## config.mk

```make
export PLATFORM = sky130hd
export DESIGN_NAME = axi4_port_arbiter_flat
export DESIGN_NICKNAME = d
export VERILOG_FILES = /design/src/rtl/axi4_port_arbiter_if.sv /design/src/rtl/axi4_port_arbiter.sv /design/src/flat_wrapper.sv
export SDC_FILE = /design/constraint.sdc
export NUM_CORES = 1
export LEC_CHECK = 0
export BUFFER_PORTS_ARGS = -buffer_cell sky130_fd_sc_hd__buf_4
export CORE_AREA = 2 2 272 274
export DETAILED_ROUTE_END_ITERATION = 7
export DIE_AREA = 0 0 274 276
export GPL_ROUTABILITY_DRIVEN = 0
export PLACE_DENSITY = 0.39
export SYNTH_ARGS = -nofsm -noshare
export SYNTH_HDL_FRONTEND = slang
export SYNTH_SLANG_ARGS = --single-unit
export TNS_END_PERCENT = 50
```

## constraint.sdc

```tcl
create_clock -name clk -period 2.3 [get_ports clk]
set_input_delay 0.115 -clock clk [delete_from_list [all_inputs] [get_ports clk]]
set_output_delay 0.115 -clock clk [all_outputs]
set_load 0.03 [all_outputs]
```

## src/rtl/axi4_port_arbiter_if.sv

```systemverilog
// AXI4 master-port bundle between the port arbiter and the memory side.
// The arbiter uses the master modport; a memory model or interconnect uses slave.
interface axi4_port_arbiter_if #(
    parameter int unsigned AddrWidth = 32,
    parameter int unsigned DataWidth = 32
);
    logic                     awvalid;
    logic                     awready;
    logic [AddrWidth-1:0]     awaddr;
    logic [7:0]               awlen;
    logic                     wvalid;
    logic                     wready;
    logic [DataWidth-1:0]     wdata;
    logic [DataWidth/8-1:0]   wstrb;
    logic                     wlast;
    logic                     bvalid;
    logic                     bready;
    logic                     arvalid;
    logic                     arready;
    logic [AddrWidth-1:0]     araddr;
    logic [7:0]               arlen;
    logic                     rvalid;
    logic                     rready;
    logic [DataWidth-1:0]     rdata;
    logic                     rlast;

    modport master (
        output awvalid, awaddr, awlen, wvalid, wdata, wstrb, wlast, bready,
        output arvalid, araddr, arlen, rready,
        input  awready, wready, bvalid, arready, rvalid, rdata, rlast
    );

    modport slave (
        input  awvalid, awaddr, awlen, wvalid, wdata, wstrb, wlast, bready,
        input  arvalid, araddr, arlen, rready,
        output awready, wready, bvalid, arready, rvalid, rdata, rlast
    );
endinterface

```

## src/rtl/axi4_port_arbiter.sv

```systemverilog
// Shares one AXI4 master port between NUM_REQ requesters with independent
// round-robin read and write arbiters, one outstanding burst per direction.
module axi4_port_arbiter #(
    parameter int unsigned C_M_AXI_ADDR_WIDTH = 32,
    parameter int unsigned C_M_AXI_DATA_WIDTH = 32,
    parameter int unsigned NUM_REQ            = 4
) (
    input  logic                                   clk,
    input  logic                                   rstn,
    // Read requesters
    input  logic [NUM_REQ-1:0]                     rd_req_valid_i,
    input  logic [NUM_REQ*C_M_AXI_ADDR_WIDTH-1:0]  rd_req_addr_i,
    input  logic [NUM_REQ*8-1:0]                   rd_req_len_i,
    output logic [NUM_REQ-1:0]                     rd_req_ready_o,
    output logic [C_M_AXI_DATA_WIDTH-1:0]          rd_data_o,
    output logic [NUM_REQ-1:0]                     rd_data_valid_o,
    output logic                                   rd_data_last_o,
    input  logic [NUM_REQ-1:0]                     rd_data_ready_i,
    // Write requesters
    input  logic [NUM_REQ-1:0]                     wr_req_valid_i,
    input  logic [NUM_REQ*C_M_AXI_ADDR_WIDTH-1:0]  wr_req_addr_i,
    input  logic [NUM_REQ*8-1:0]                   wr_req_len_i,
    output logic [NUM_REQ-1:0]                     wr_req_ready_o,
    input  logic [NUM_REQ*C_M_AXI_DATA_WIDTH-1:0]  wr_data_i,
    input  logic [NUM_REQ*C_M_AXI_DATA_WIDTH/8-1:0] wr_strb_i,
    input  logic [NUM_REQ-1:0]                     wr_data_valid_i,
    output logic [NUM_REQ-1:0]                     wr_data_ready_o,
    output logic [NUM_REQ-1:0]                     wr_done_o,
    // Shared AXI4 master port
    axi4_port_arbiter_if.master                    m_axi
);

    localparam int unsigned AW    = C_M_AXI_ADDR_WIDTH;
    localparam int unsigned DW    = C_M_AXI_DATA_WIDTH;
    localparam int unsigned SW    = DW / 8;
    localparam int unsigned IdxW  = (NUM_REQ > 1) ? $clog2(NUM_REQ) : 1;
    localparam int unsigned CandW = IdxW + 1;

    // First requesting index at or after ptr, wrapping; only used when req != 0.
    function automatic logic [IdxW-1:0] rr_pick(input logic [NUM_REQ-1:0] req,
                                                input logic [IdxW-1:0]    ptr);
        logic [IdxW-1:0]  pick;
        logic             found;
        logic [CandW-1:0] cand;
        pick  = ptr;
        found = 1'b0;
        for (int unsigned i = 0; i < NUM_REQ; i++) begin
            cand = {1'b0, ptr} + CandW'(i);
            if (cand >= CandW'(NUM_REQ)) begin
                cand = cand - CandW'(NUM_REQ);
            end
            if (!found && req[cand[IdxW-1:0]]) begin
                pick  = cand[IdxW-1:0];
                found = 1'b1;
            end
        end
        return pick;
    endfunction

    function automatic logic [IdxW-1:0] rr_next(input logic [IdxW-1:0] g);
        return (g == IdxW'(NUM_REQ - 1)) ? '0 : g + IdxW'(1);
    endfunction

    // ---------------------------------------------------------------- read side
    typedef enum logic [1:0] {RIdle, RAddr, RData} rd_state_e;

    rd_state_e       rd_state_q, rd_state_d;
    logic [IdxW-1:0] rd_owner_q, rd_owner_d;
    logic [IdxW-1:0] rd_ptr_q, rd_ptr_d;
    logic [AW-1:0]   rd_addr_q, rd_addr_d;
    logic [7:0]      rd_len_q, rd_len_d;
    logic [IdxW-1:0] rd_pick;
    logic            ar_valid;
    logic            r_ready;

    assign rd_pick = rr_pick(rd_req_valid_i, rd_ptr_q);

    always_comb begin
        rd_state_d      = rd_state_q;
        rd_owner_d      = rd_owner_q;
        rd_ptr_d        = rd_ptr_q;
        rd_addr_d       = rd_addr_q;
        rd_len_d        = rd_len_q;
        rd_req_ready_o  = '0;
        rd_data_valid_o = '0;
        rd_data_o       = '0;
        rd_data_last_o  = 1'b0;
        ar_valid        = 1'b0;
        r_ready         = 1'b0;
        unique case (rd_state_q)
            RIdle: begin
                if (|rd_req_valid_i) begin
                    rd_req_ready_o[rd_pick] = 1'b1;
                    rd_owner_d              = rd_pick;
                    rd_addr_d               = rd_req_addr_i[rd_pick*AW +: AW];
                    rd_len_d                = rd_req_len_i[rd_pick*8 +: 8];
                    rd_ptr_d                = rr_next(rd_pick);
                    rd_state_d              = RAddr;
                end
            end
            RAddr: begin
                ar_valid = 1'b1;
                if (m_axi.arready) begin
                    rd_state_d = RData;
                end
            end
            RData: begin
                r_ready                     = rd_data_ready_i[rd_owner_q];
                rd_data_valid_o[rd_owner_q] = m_axi.rvalid;
                rd_data_o                   = m_axi.rdata;
                rd_data_last_o              = m_axi.rlast;
                if (m_axi.rvalid && r_ready && m_axi.rlast) begin
                    rd_state_d = RIdle;
                end
            end
            default: rd_state_d = RIdle;
        endcase
    end

    always_ff @(posedge clk or negedge rstn) begin
        if (!rstn) begin
            rd_state_q <= RIdle;
            rd_owner_q <= '0;
            rd_ptr_q   <= '0;
            rd_addr_q  <= '0;
            rd_len_q   <= '0;
        end else begin
            rd_state_q <= rd_state_d;
            rd_owner_q <= rd_owner_d;
            rd_ptr_q   <= rd_ptr_d;
            rd_addr_q  <= rd_addr_d;
            rd_len_q   <= rd_len_d;
        end
    end

    assign m_axi.arvalid = ar_valid;
    assign m_axi.araddr  = rd_addr_q;
    assign m_axi.arlen   = rd_len_q;
    assign m_axi.rready  = r_ready;

    // --------------------------------------------------------------- write side
    typedef enum logic [1:0] {WIdle, WAddr, WData, WResp} wr_state_e;

    wr_state_e       wr_state_q, wr_state_d;
    logic [IdxW-1:0] wr_owner_q, wr_owner_d;
    logic [IdxW-1:0] wr_ptr_q, wr_ptr_d;
    logic [AW-1:0]   wr_addr_q, wr_addr_d;
    logic [7:0]      wr_len_q, wr_len_d;
    logic [7:0]      wr_cnt_q, wr_cnt_d;
    logic [IdxW-1:0] wr_pick;
    logic            aw_valid;
    logic            w_valid;
    logic [DW-1:0]   w_data;
    logic [SW-1:0]   w_strb;
    logic            w_last;
    logic            b_ready;

    assign wr_pick = rr_pick(wr_req_valid_i, wr_ptr_q);

    always_comb begin
        wr_state_d      = wr_state_q;
        wr_owner_d      = wr_owner_q;
        wr_ptr_d        = wr_ptr_q;
        wr_addr_d       = wr_addr_q;
        wr_len_d        = wr_len_q;
        wr_cnt_d        = wr_cnt_q;
        wr_req_ready_o  = '0;
        wr_data_ready_o = '0;
        wr_done_o       = '0;
        aw_valid        = 1'b0;
        w_valid         = 1'b0;
        w_data          = '0;
        w_strb          = '0;
        w_last          = 1'b0;
        b_ready         = 1'b0;
        unique case (wr_state_q)
            WIdle: begin
                if (|wr_req_valid_i) begin
                    wr_req_ready_o[wr_pick] = 1'b1;
                    wr_owner_d              = wr_pick;
                    wr_addr_d               = wr_req_addr_i[wr_pick*AW +: AW];
                    wr_len_d                = wr_req_len_i[wr_pick*8 +: 8];
                    wr_ptr_d                = rr_next(wr_pick);
                    wr_cnt_d                = '0;
                    wr_state_d              = WAddr;
                end
            end
            WAddr: begin
                aw_valid = 1'b1;
                if (m_axi.awready) begin
                    wr_state_d = WData;
                end
            end
            WData: begin
                w_valid                     = wr_data_valid_i[wr_owner_q];
                wr_data_ready_o[wr_owner_q] = m_axi.wready;
                w_data                      = wr_data_i[wr_owner_q*DW +: DW];
                w_strb                      = wr_strb_i[wr_owner_q*SW +: SW];
                w_last                      = (wr_cnt_q == wr_len_q);
                if (w_valid && m_axi.wready) begin
                    if (w_last) begin
                        wr_state_d = WResp;
                    end else begin
                        wr_cnt_d = wr_cnt_q + 8'd1;
                    end
                end
            end
            WResp: begin
                b_ready = 1'b1;
                if (m_axi.bvalid) begin
                    wr_done_o[wr_owner_q] = 1'b1;
                    wr_state_d            = WIdle;
                end
            end
            default: wr_state_d = WIdle;
        endcase
    end

    always_ff @(posedge clk or negedge rstn) begin
        if (!rstn) begin
            wr_state_q <= WIdle;
            wr_owner_q <= '0;
            wr_ptr_q   <= '0;
            wr_addr_q  <= '0;
            wr_len_q   <= '0;
            wr_cnt_q   <= '0;
        end else begin
            wr_state_q <= wr_state_d;
            wr_owner_q <= wr_owner_d;
            wr_ptr_q   <= wr_ptr_d;
            wr_addr_q  <= wr_addr_d;
            wr_len_q   <= wr_len_d;
            wr_cnt_q   <= wr_cnt_d;
        end
    end

    assign m_axi.awvalid = aw_valid;
    assign m_axi.awaddr  = wr_addr_q;
    assign m_axi.awlen   = wr_len_q;
    assign m_axi.wvalid  = w_valid;
    assign m_axi.wdata   = w_data;
    assign m_axi.wstrb   = w_strb;
    assign m_axi.wlast   = w_last;
    assign m_axi.bready  = b_ready;

endmodule

```

## src/flat_wrapper.sv

```systemverilog
// flat-port wrapper written by rule: the top's interface ports become plain ports
module axi4_port_arbiter_flat 
#(
    parameter int unsigned C_M_AXI_ADDR_WIDTH = 32,
    parameter int unsigned C_M_AXI_DATA_WIDTH = 32,
    parameter int unsigned NUM_REQ            = 4
)
  (clk, rstn, rd_req_valid_i, rd_req_addr_i, rd_req_len_i, rd_req_ready_o, rd_data_o, rd_data_valid_o, rd_data_last_o, rd_data_ready_i, wr_req_valid_i, wr_req_addr_i, wr_req_len_i, wr_req_ready_o, wr_data_i, wr_strb_i, wr_data_valid_i, wr_data_ready_o, wr_done_o, m_axi_awvalid, m_axi_awaddr, m_axi_awlen, m_axi_wvalid, m_axi_wdata, m_axi_wstrb, m_axi_wlast, m_axi_bready, m_axi_arvalid, m_axi_araddr, m_axi_arlen, m_axi_rready, m_axi_awready, m_axi_wready, m_axi_bvalid, m_axi_arready, m_axi_rvalid, m_axi_rdata, m_axi_rlast);
  axi4_port_arbiter_if #(.AddrWidth((32)), .DataWidth((32))) m_axi_i ();
  input  logic clk;
  input  logic rstn;
  input  logic [NUM_REQ-1:0] rd_req_valid_i;
  input  logic [NUM_REQ*C_M_AXI_ADDR_WIDTH-1:0] rd_req_addr_i;
  input  logic [NUM_REQ*8-1:0] rd_req_len_i;
  output logic [NUM_REQ-1:0] rd_req_ready_o;
  output logic [C_M_AXI_DATA_WIDTH-1:0] rd_data_o;
  output logic [NUM_REQ-1:0] rd_data_valid_o;
  output logic rd_data_last_o;
  input  logic [NUM_REQ-1:0] rd_data_ready_i;
  input  logic [NUM_REQ-1:0] wr_req_valid_i;
  input  logic [NUM_REQ*C_M_AXI_ADDR_WIDTH-1:0] wr_req_addr_i;
  input  logic [NUM_REQ*8-1:0] wr_req_len_i;
  output logic [NUM_REQ-1:0] wr_req_ready_o;
  input  logic [NUM_REQ*C_M_AXI_DATA_WIDTH-1:0] wr_data_i;
  input  logic [NUM_REQ*C_M_AXI_DATA_WIDTH/8-1:0] wr_strb_i;
  input  logic [NUM_REQ-1:0] wr_data_valid_i;
  output logic [NUM_REQ-1:0] wr_data_ready_o;
  output logic [NUM_REQ-1:0] wr_done_o;
  output wire logic [$bits(m_axi_i.awvalid)-1:0] m_axi_awvalid;
  output wire logic [$bits(m_axi_i.awaddr)-1:0] m_axi_awaddr;
  output wire logic [$bits(m_axi_i.awlen)-1:0] m_axi_awlen;
  output wire logic [$bits(m_axi_i.wvalid)-1:0] m_axi_wvalid;
  output wire logic [$bits(m_axi_i.wdata)-1:0] m_axi_wdata;
  output wire logic [$bits(m_axi_i.wstrb)-1:0] m_axi_wstrb;
  output wire logic [$bits(m_axi_i.wlast)-1:0] m_axi_wlast;
  output wire logic [$bits(m_axi_i.bready)-1:0] m_axi_bready;
  output wire logic [$bits(m_axi_i.arvalid)-1:0] m_axi_arvalid;
  output wire logic [$bits(m_axi_i.araddr)-1:0] m_axi_araddr;
  output wire logic [$bits(m_axi_i.arlen)-1:0] m_axi_arlen;
  output wire logic [$bits(m_axi_i.rready)-1:0] m_axi_rready;
  input wire logic [$bits(m_axi_i.awready)-1:0] m_axi_awready;
  input wire logic [$bits(m_axi_i.wready)-1:0] m_axi_wready;
  input wire logic [$bits(m_axi_i.bvalid)-1:0] m_axi_bvalid;
  input wire logic [$bits(m_axi_i.arready)-1:0] m_axi_arready;
  input wire logic [$bits(m_axi_i.rvalid)-1:0] m_axi_rvalid;
  input wire logic [$bits(m_axi_i.rdata)-1:0] m_axi_rdata;
  input wire logic [$bits(m_axi_i.rlast)-1:0] m_axi_rlast;
  assign m_axi_awvalid = m_axi_i.awvalid;
  assign m_axi_awaddr = m_axi_i.awaddr;
  assign m_axi_awlen = m_axi_i.awlen;
  assign m_axi_wvalid = m_axi_i.wvalid;
  assign m_axi_wdata = m_axi_i.wdata;
  assign m_axi_wstrb = m_axi_i.wstrb;
  assign m_axi_wlast = m_axi_i.wlast;
  assign m_axi_bready = m_axi_i.bready;
  assign m_axi_arvalid = m_axi_i.arvalid;
  assign m_axi_araddr = m_axi_i.araddr;
  assign m_axi_arlen = m_axi_i.arlen;
  assign m_axi_rready = m_axi_i.rready;
  assign m_axi_i.awready = m_axi_awready;
  assign m_axi_i.wready = m_axi_wready;
  assign m_axi_i.bvalid = m_axi_bvalid;
  assign m_axi_i.arready = m_axi_arready;
  assign m_axi_i.rvalid = m_axi_rvalid;
  assign m_axi_i.rdata = m_axi_rdata;
  assign m_axi_i.rlast = m_axi_rlast;
  axi4_port_arbiter #(.C_M_AXI_ADDR_WIDTH(C_M_AXI_ADDR_WIDTH), .C_M_AXI_DATA_WIDTH(C_M_AXI_DATA_WIDTH), .NUM_REQ(NUM_REQ)) u_core (.clk(clk), .rstn(rstn), .rd_req_valid_i(rd_req_valid_i), .rd_req_addr_i(rd_req_addr_i), .rd_req_len_i(rd_req_len_i), .rd_req_ready_o(rd_req_ready_o), .rd_data_o(rd_data_o), .rd_data_valid_o(rd_data_valid_o), .rd_data_last_o(rd_data_last_o), .rd_data_ready_i(rd_data_ready_i), .wr_req_valid_i(wr_req_valid_i), .wr_req_addr_i(wr_req_addr_i), .wr_req_len_i(wr_req_len_i), .wr_req_ready_o(wr_req_ready_o), .wr_data_i(wr_data_i), .wr_strb_i(wr_strb_i), .wr_data_valid_i(wr_data_valid_i), .wr_data_ready_o(wr_data_ready_o), .wr_done_o(wr_done_o), .m_axi(m_axi_i));
endmodule
```

Word-level counts from Yosys, hierarchy flattened
Index checks and enable logic that the tools add are counted.

word-level totals
  bits in registers = 100
  input port bits = 520
  output and inout bits = 175
  word-level logic and storage cells = 190

cells by class
  add/subtract/negate cells = 17
  order comparisons = 24
  equal/unequal tests = 17
  shift-type cells = 6
  mux-type cells = 84
  bitwise operators = 2
  reduce and logical (&&, ||, !) cells = 29

operator list
  kind                 count
  $shiftx 128x8->32    3
  $mux 32              2
  $shiftx 32x6->8      2
  $mux 2               26
  $lt 2x3->1 const B   12
  $mux 4               9
  $mux 1               27
  $mux 8               3
  $bmux 1 s2           10
  $ge 3x3->1 const B   6
  $pmux 8 s2           1
  $shiftx 16x5->4      1
  $sub 2x1->2 const B  8
  $logic_and 1x1->1    13
  $add 2x2->3 const B  4
  $eq 2x2->1 const B   5
  $ne 2x1->1 const B   5
  $add 8x1->8 const B  1
  $and 4x4->4          2
  $demux 1 s2          4
  $eq 8x8->1           1
  $ge 2x1->1 const B   4
  $ne 2x2->1 const B   4
  $pmux 2 s4           1
  13 further kinds     25

Longest topological paths before layout
  depth after elaboration = 20
  gate-level depth with buffers = 9
  depth with buffers taken out = 7

Worst setup path after synthesis
Ideal clock, no wire load.

  path kind = reg-to-output
  start point = register u_core.wr_ptr_q[1]
  end point = output port wr_req_ready_o[1]
  arrival time = 1.988 ns
  data required time = 2.185 ns
  slack = 0.197 ns
  stages on the path, launching flop included = 8
  buffers on the path = 2
  path through = dfrtp_1 -> nor2_1 -> a22oi_1 -> and3_1 -> buf_2 -> inv_2 -> buf_4 -> nor3_1

between the ends
  word-level cells in the longest chain between the ends = 20
  elaborated cells between the ends (all ways) = 43
  classes of those cells = add/sub: 7; order compare: 6; mux: 23; reduce/logical: 7

ends and longest elaborated chain
  item                                                                  RTL line                  text
  start: declaration                                                    axi4_port_arbiter.sv:146  logic [IdxW-1:0] wr_ptr_q, wr_ptr_d;
  start signal: assignment                                              axi4_port_arbiter.sv:230  wr_ptr_q <= wr_ptr_d;
  parallel branches: the longest is 13 deep, another holds $add 2x1->3  n/a
  $mux 2 *                                                              axi4_port_arbiter.sv:52   if (!found && req[cand[IdxW-1:0]]) begin
  $lt 2x3->1 (not written as such) or $ge 2x1->1 (tied branches)        axi4_port_arbiter.sv:179  wr_req_ready_o[wr_pick] = 1'b1;
  $logic_and 1x1->1 (not written as such)                               axi4_port_arbiter.sv:179
  $mux 1 (not written as such)                                          axi4_port_arbiter.sv:179
  $demux 1 s2 *                                                         n/a
  $mux 4 *                                                              axi4_port_arbiter.sv:178  if (|wr_req_valid_i) begin
  $mux 4 *                                                              axi4_port_arbiter.sv:176  unique case (wr_state_q)
  end: declaration                                                      flat_wrapper.sv:23        output logic [NUM_REQ-1:0] wr_req_ready_o;

Every way passes the cells marked *. The select of a mux whose other input is x is not followed.

Worst setup path after layout
  start point = register u_core.rd_ptr_q[1]
  end point = output port rd_req_ready_o[0]

between the ends
  word-level cells in the longest chain between the ends = 20
  elaborated cells between the ends (all ways) = 43
  classes of those cells = add/sub: 7; order compare: 6; mux: 23; reduce/logical: 7

ends and longest elaborated chain
  item                                                                  RTL line                  text
  start: declaration                                                    axi4_port_arbiter.sv:69   logic [IdxW-1:0] rd_ptr_q, rd_ptr_d;
  start signal: assignment                                              axi4_port_arbiter.sv:130  rd_ptr_q <= rd_ptr_d;
  parallel branches: the longest is 13 deep, another holds $add 2x1->3  n/a
  $mux 2 *                                                              axi4_port_arbiter.sv:52
  $lt 2x3->1 (not written as such) or $ge 2x1->1 (tied branches)        axi4_port_arbiter.sv:93   rd_req_ready_o[rd_pick] = 1'b1;
  $logic_and 1x1->1 (not written as such)                               axi4_port_arbiter.sv:93
  $mux 1 (not written as such)                                          axi4_port_arbiter.sv:93
  $demux 1 s2 *                                                         n/a
  $mux 4 *                                                              axi4_port_arbiter.sv:92   if (|rd_req_valid_i) begin
  $mux 4 *                                                              axi4_port_arbiter.sv:90   unique case (rd_state_q)
  end: declaration                                                      flat_wrapper.sv:15        output logic [NUM_REQ-1:0] rd_req_ready_o;

Marks and branches as above.

==> results.txt <==
Post-Syn Area: 8320 um^2
Most frequent cells in the layout: 726 x buf_4, 160 x a211oi_1, 105 x nor2_1
Drt drc: 0
Die footprint: 75600 um^2
Largest net degree at the start of global routing: 58
Drt total wl: 56000 um
Deepest clock path buffer count: 2
EDFF count, synth: 0
DP Wirelength: 47100 um
Initial antenna violation count: 9
Synth Net Count: 1474
TritonCTS clock tree: built
R2R Setup Slk: 0.25 ns
Slew margin rel.: 0.391
RR Startpoint: u_core.wr_ptr_q[1]$_DFFE_PN0P_
Share of the clock period used by the worst path: 0.983
Area leader, netlist: dfrtp_1
Most common cell after layout, fill and taps aside: buf_4
Synth Flop Type: dfrtp_1
Post-route ant nets: 0
Grt total ovfl: 0
Synth unique cells: 49
Synth Warn #: 0
Crit path kind: register to output pin
Setup crit end kind: output pin
Fraction of registers with async set/reset: 1.00
First-pass GRT wire length: 78200 um
Static Leak: 7.24 nW
Fillcell total: 8183
Clock Sink Count: 100
Hold Path Class: input port to register
Core Area: 72600 um^2
Die W: 274 um
Outcome: completed
Die H: 276 um
Clock H-tree levels: 3
Seq cells post-synth: 100
Setup Viol. Count Final: 0
Reg2reg path depth: 6
Drt pass-1 iters: 5
Hold Slack: 0.0488 ns
Boundary pin count: 695
Synth area leaders: dfrtp_1 30%, a211oi_1 14%, mux4_2 10%, mux2i_1 9.7%, a31oi_1 6.1%
Worst VDD drop: 0.458 mV
Final nets: 2141
Initial DRC count: 413
Worst R2R End: u_core.m_axi.awaddr[11]$_DFFE_PN0P_
Via count: 10400
Register area share after synthesis: 0.301
Post-synthesis to final-layout area growth: 84.9%
Hold Fails Final Rpt: 0
Vias per Instance: 4.04
Synthesized netlist cell count: 946
Pwr/cell area: 1150 nW/um^2
Number of global-route vias before repair: 11200
CP Launch Type: register
# rows: 99
WL/cell: 21.7 um
CTS clk-pin slew, worst paths: 0.10 ns
Mapped Avg Cell Area: 8.80 um^2
RSZ-0062 raised after global routing: true
Slew Viols, Final: 0
Number of buffers added on ports: 694
Top cell type's share of synthesized area: 0.301
Critical Path AT: 2.15 ns
Worst Path Required: 2.18 ns
Starting density of the core: 0.115
Hold Path Depth: 3
Clock skew: 0.0161 ns
Number of buffers created by CTS: 9
Post-layout util: 0.212
Hold path start: rd_req_addr_i[66]
Fin crit period: 2.26 ns
Worst slew pin tran: 0.903 ns
Max Fanout on Critical Path: 31
Root Buffer: clkbuf_16
Layout cells sized above 1: 0.515
Clock Latency Late Sink: 0.40 ns
Max-cap violations: 0
Fmax achieved: 442 MHz
All-Layer GR Usage: 0.142
Hold path endpoint: u_core.m_axi.araddr[2]$_DFFE_PN0P_
-- synth_stat cells, types with 2 or more instances --
master / count
and4_1: 2
nor4_1: 4
buf_4: 8
a211oi_1: 160
buf_2: 21
a21oi_1: 4
ha_1: 8
o21bai_1: 2
nand2_1: 22
nand4_1: 4
a31oi_1: 81
inv_1: 88
and2_1: 75
xor2_1: 8
clkbuf_1: 60
mux2_2: 2
nand3_1: 7
mux2i_1: 81
a21boi_0: 3
nor2_1: 106
and3_1: 4
o21ai_1: 3
mux4_2: 38
and3b_1: 2
o21ai_0: 8
a21o_1: 3
nand2b_1: 5
nor2b_1: 10
dfrtp_1: 100
nor3_1: 8
-- metrics by stage --
step                cell area [um^2]  setup WS (ns)  TNS, ns  std cells  power (mW)
floorplan                       8320          0.197        0        946        10.6
global placement               15000          0.162        0       2558        16.1
detailed placement             15000         0.0980        0       2558        16.2
CTS                            15300        -0.0801   -0.159       2576        18.0
global route                   15400        -0.0614   -0.165       2578        19.0
finish                         15400         0.0381        0       2580        17.7
-- critical path, stage by stage, from the launching register on --
cell and delay (ns):
dfrtp_2 0.47, nor2b_1 0.21, o21ai_4 0.09, and3_4 0.23, buf_12 0.17, buf_12 0.18
nor2_1 0.18, buf_4 0.20
-- per-layer routing --
| layer | vias up | GRT usage | routed length [um] |
|---|---|---|---|
| li1 | 4816 | - | - |
| met1 | 5032 | 0.131 | 18000 |
| met2 | 521 | 0.296 | 32300 |
| met3 | 64 | 0.0332 | 4060 |
| met4 | 0 | 0.0463 | 1590 |
| met5 | - | 0 | 0 |
-- layout make-up --
type / count / area [um^2] / area share
clock inverters: 7 / 68.8 / 0.00447
flip-flops and latches: 100 / 2510 / 0.163
inverters: 89 / 334 / 0.0217
clock buffers: 9 / 225 / 0.0146
diodes: 3 / 7.51 / 0.000488
multi-input cells: 668 / 5250 / 0.341
repair buffers: 745 / 5800 / 0.377
well taps: 959 / 1200 / 0.0780
-- sequential cells by signal (all words and copies together), names as in the netlist --
register and flops:
u_core.m_axi.arlen 8, u_core.rd_state_q 2, u_core.m_axi.awaddr 32, u_core.wr_owner_q 2, u_core.wr_ptr_q 2, u_core.rd_owner_q 2
u_core.rd_ptr_q 2, u_core.m_axi.araddr 32, u_core.m_axi.awlen 8, u_core.wr_cnt_q 8, u_core.wr_state_q 2
-- report_power, final --
group | switching (mW) | internal [mW]
Clock | 0.925 | 0.769
Combinational | 7.60 | 5.12
Sequential | 0.704 | 2.63
-- how the worst max path moves through the flow --
stage / startpoint / end / slack (ns) / cells past startpoint
after floorplan: u_core.wr_ptr_q[1]$_DFFE_PN0P_ / wr_req_ready_o[1] / 0.20 / 7
final: u_core.rd_ptr_q[1]$_DFFE_PN0P_ / rd_req_ready_o[0] / 0.04 / 7
after CTS: u_core.rd_ptr_q[1]$_DFFE_PN0P_ / rd_req_ready_o[0] / -0.08 / 6
after detailed placement: wr_req_valid_i[0] / u_core.m_axi.awaddr[24]$_DFFE_PN0P_ / 0.1 / 6
after global routing: u_core.rd_ptr_q[1]$_DFFE_PN0P_ / rd_req_ready_o[0] / -0.06 / 7
after global placement: wr_req_valid_i[0] / u_core.m_axi.awaddr[4]$_DFFE_PN0P_ / 0.16 / 6
-- cells by family after synthesis --
kind of cell / Yosys count / share of synthesized area
buf+inv: 178 / 0.0870
flops: 100 / 0.301
compound gates: 276 / 0.236
fa+ha+maj: 8 / 0.0120
simple gates: 255 / 0.153
mux: 121 / 0.203
xor+xnor: 8 / 0.00842
-- repair_timing --
| item | CTS | global route |
|---|---|---|
| gates cloned | 0 | 0 |
| buffers inserted | 0 | 1 |
| resized for setup | 5 | 20 |
| endpoints found under the setup margin | 5 | 12 |
| hold buffers | 2 | 0 |
| pin swaps | 0 | 2 |
| hold endpoints to repair | 57 | 0 |
Note: power is estimated with default switching activity, not from simulation.
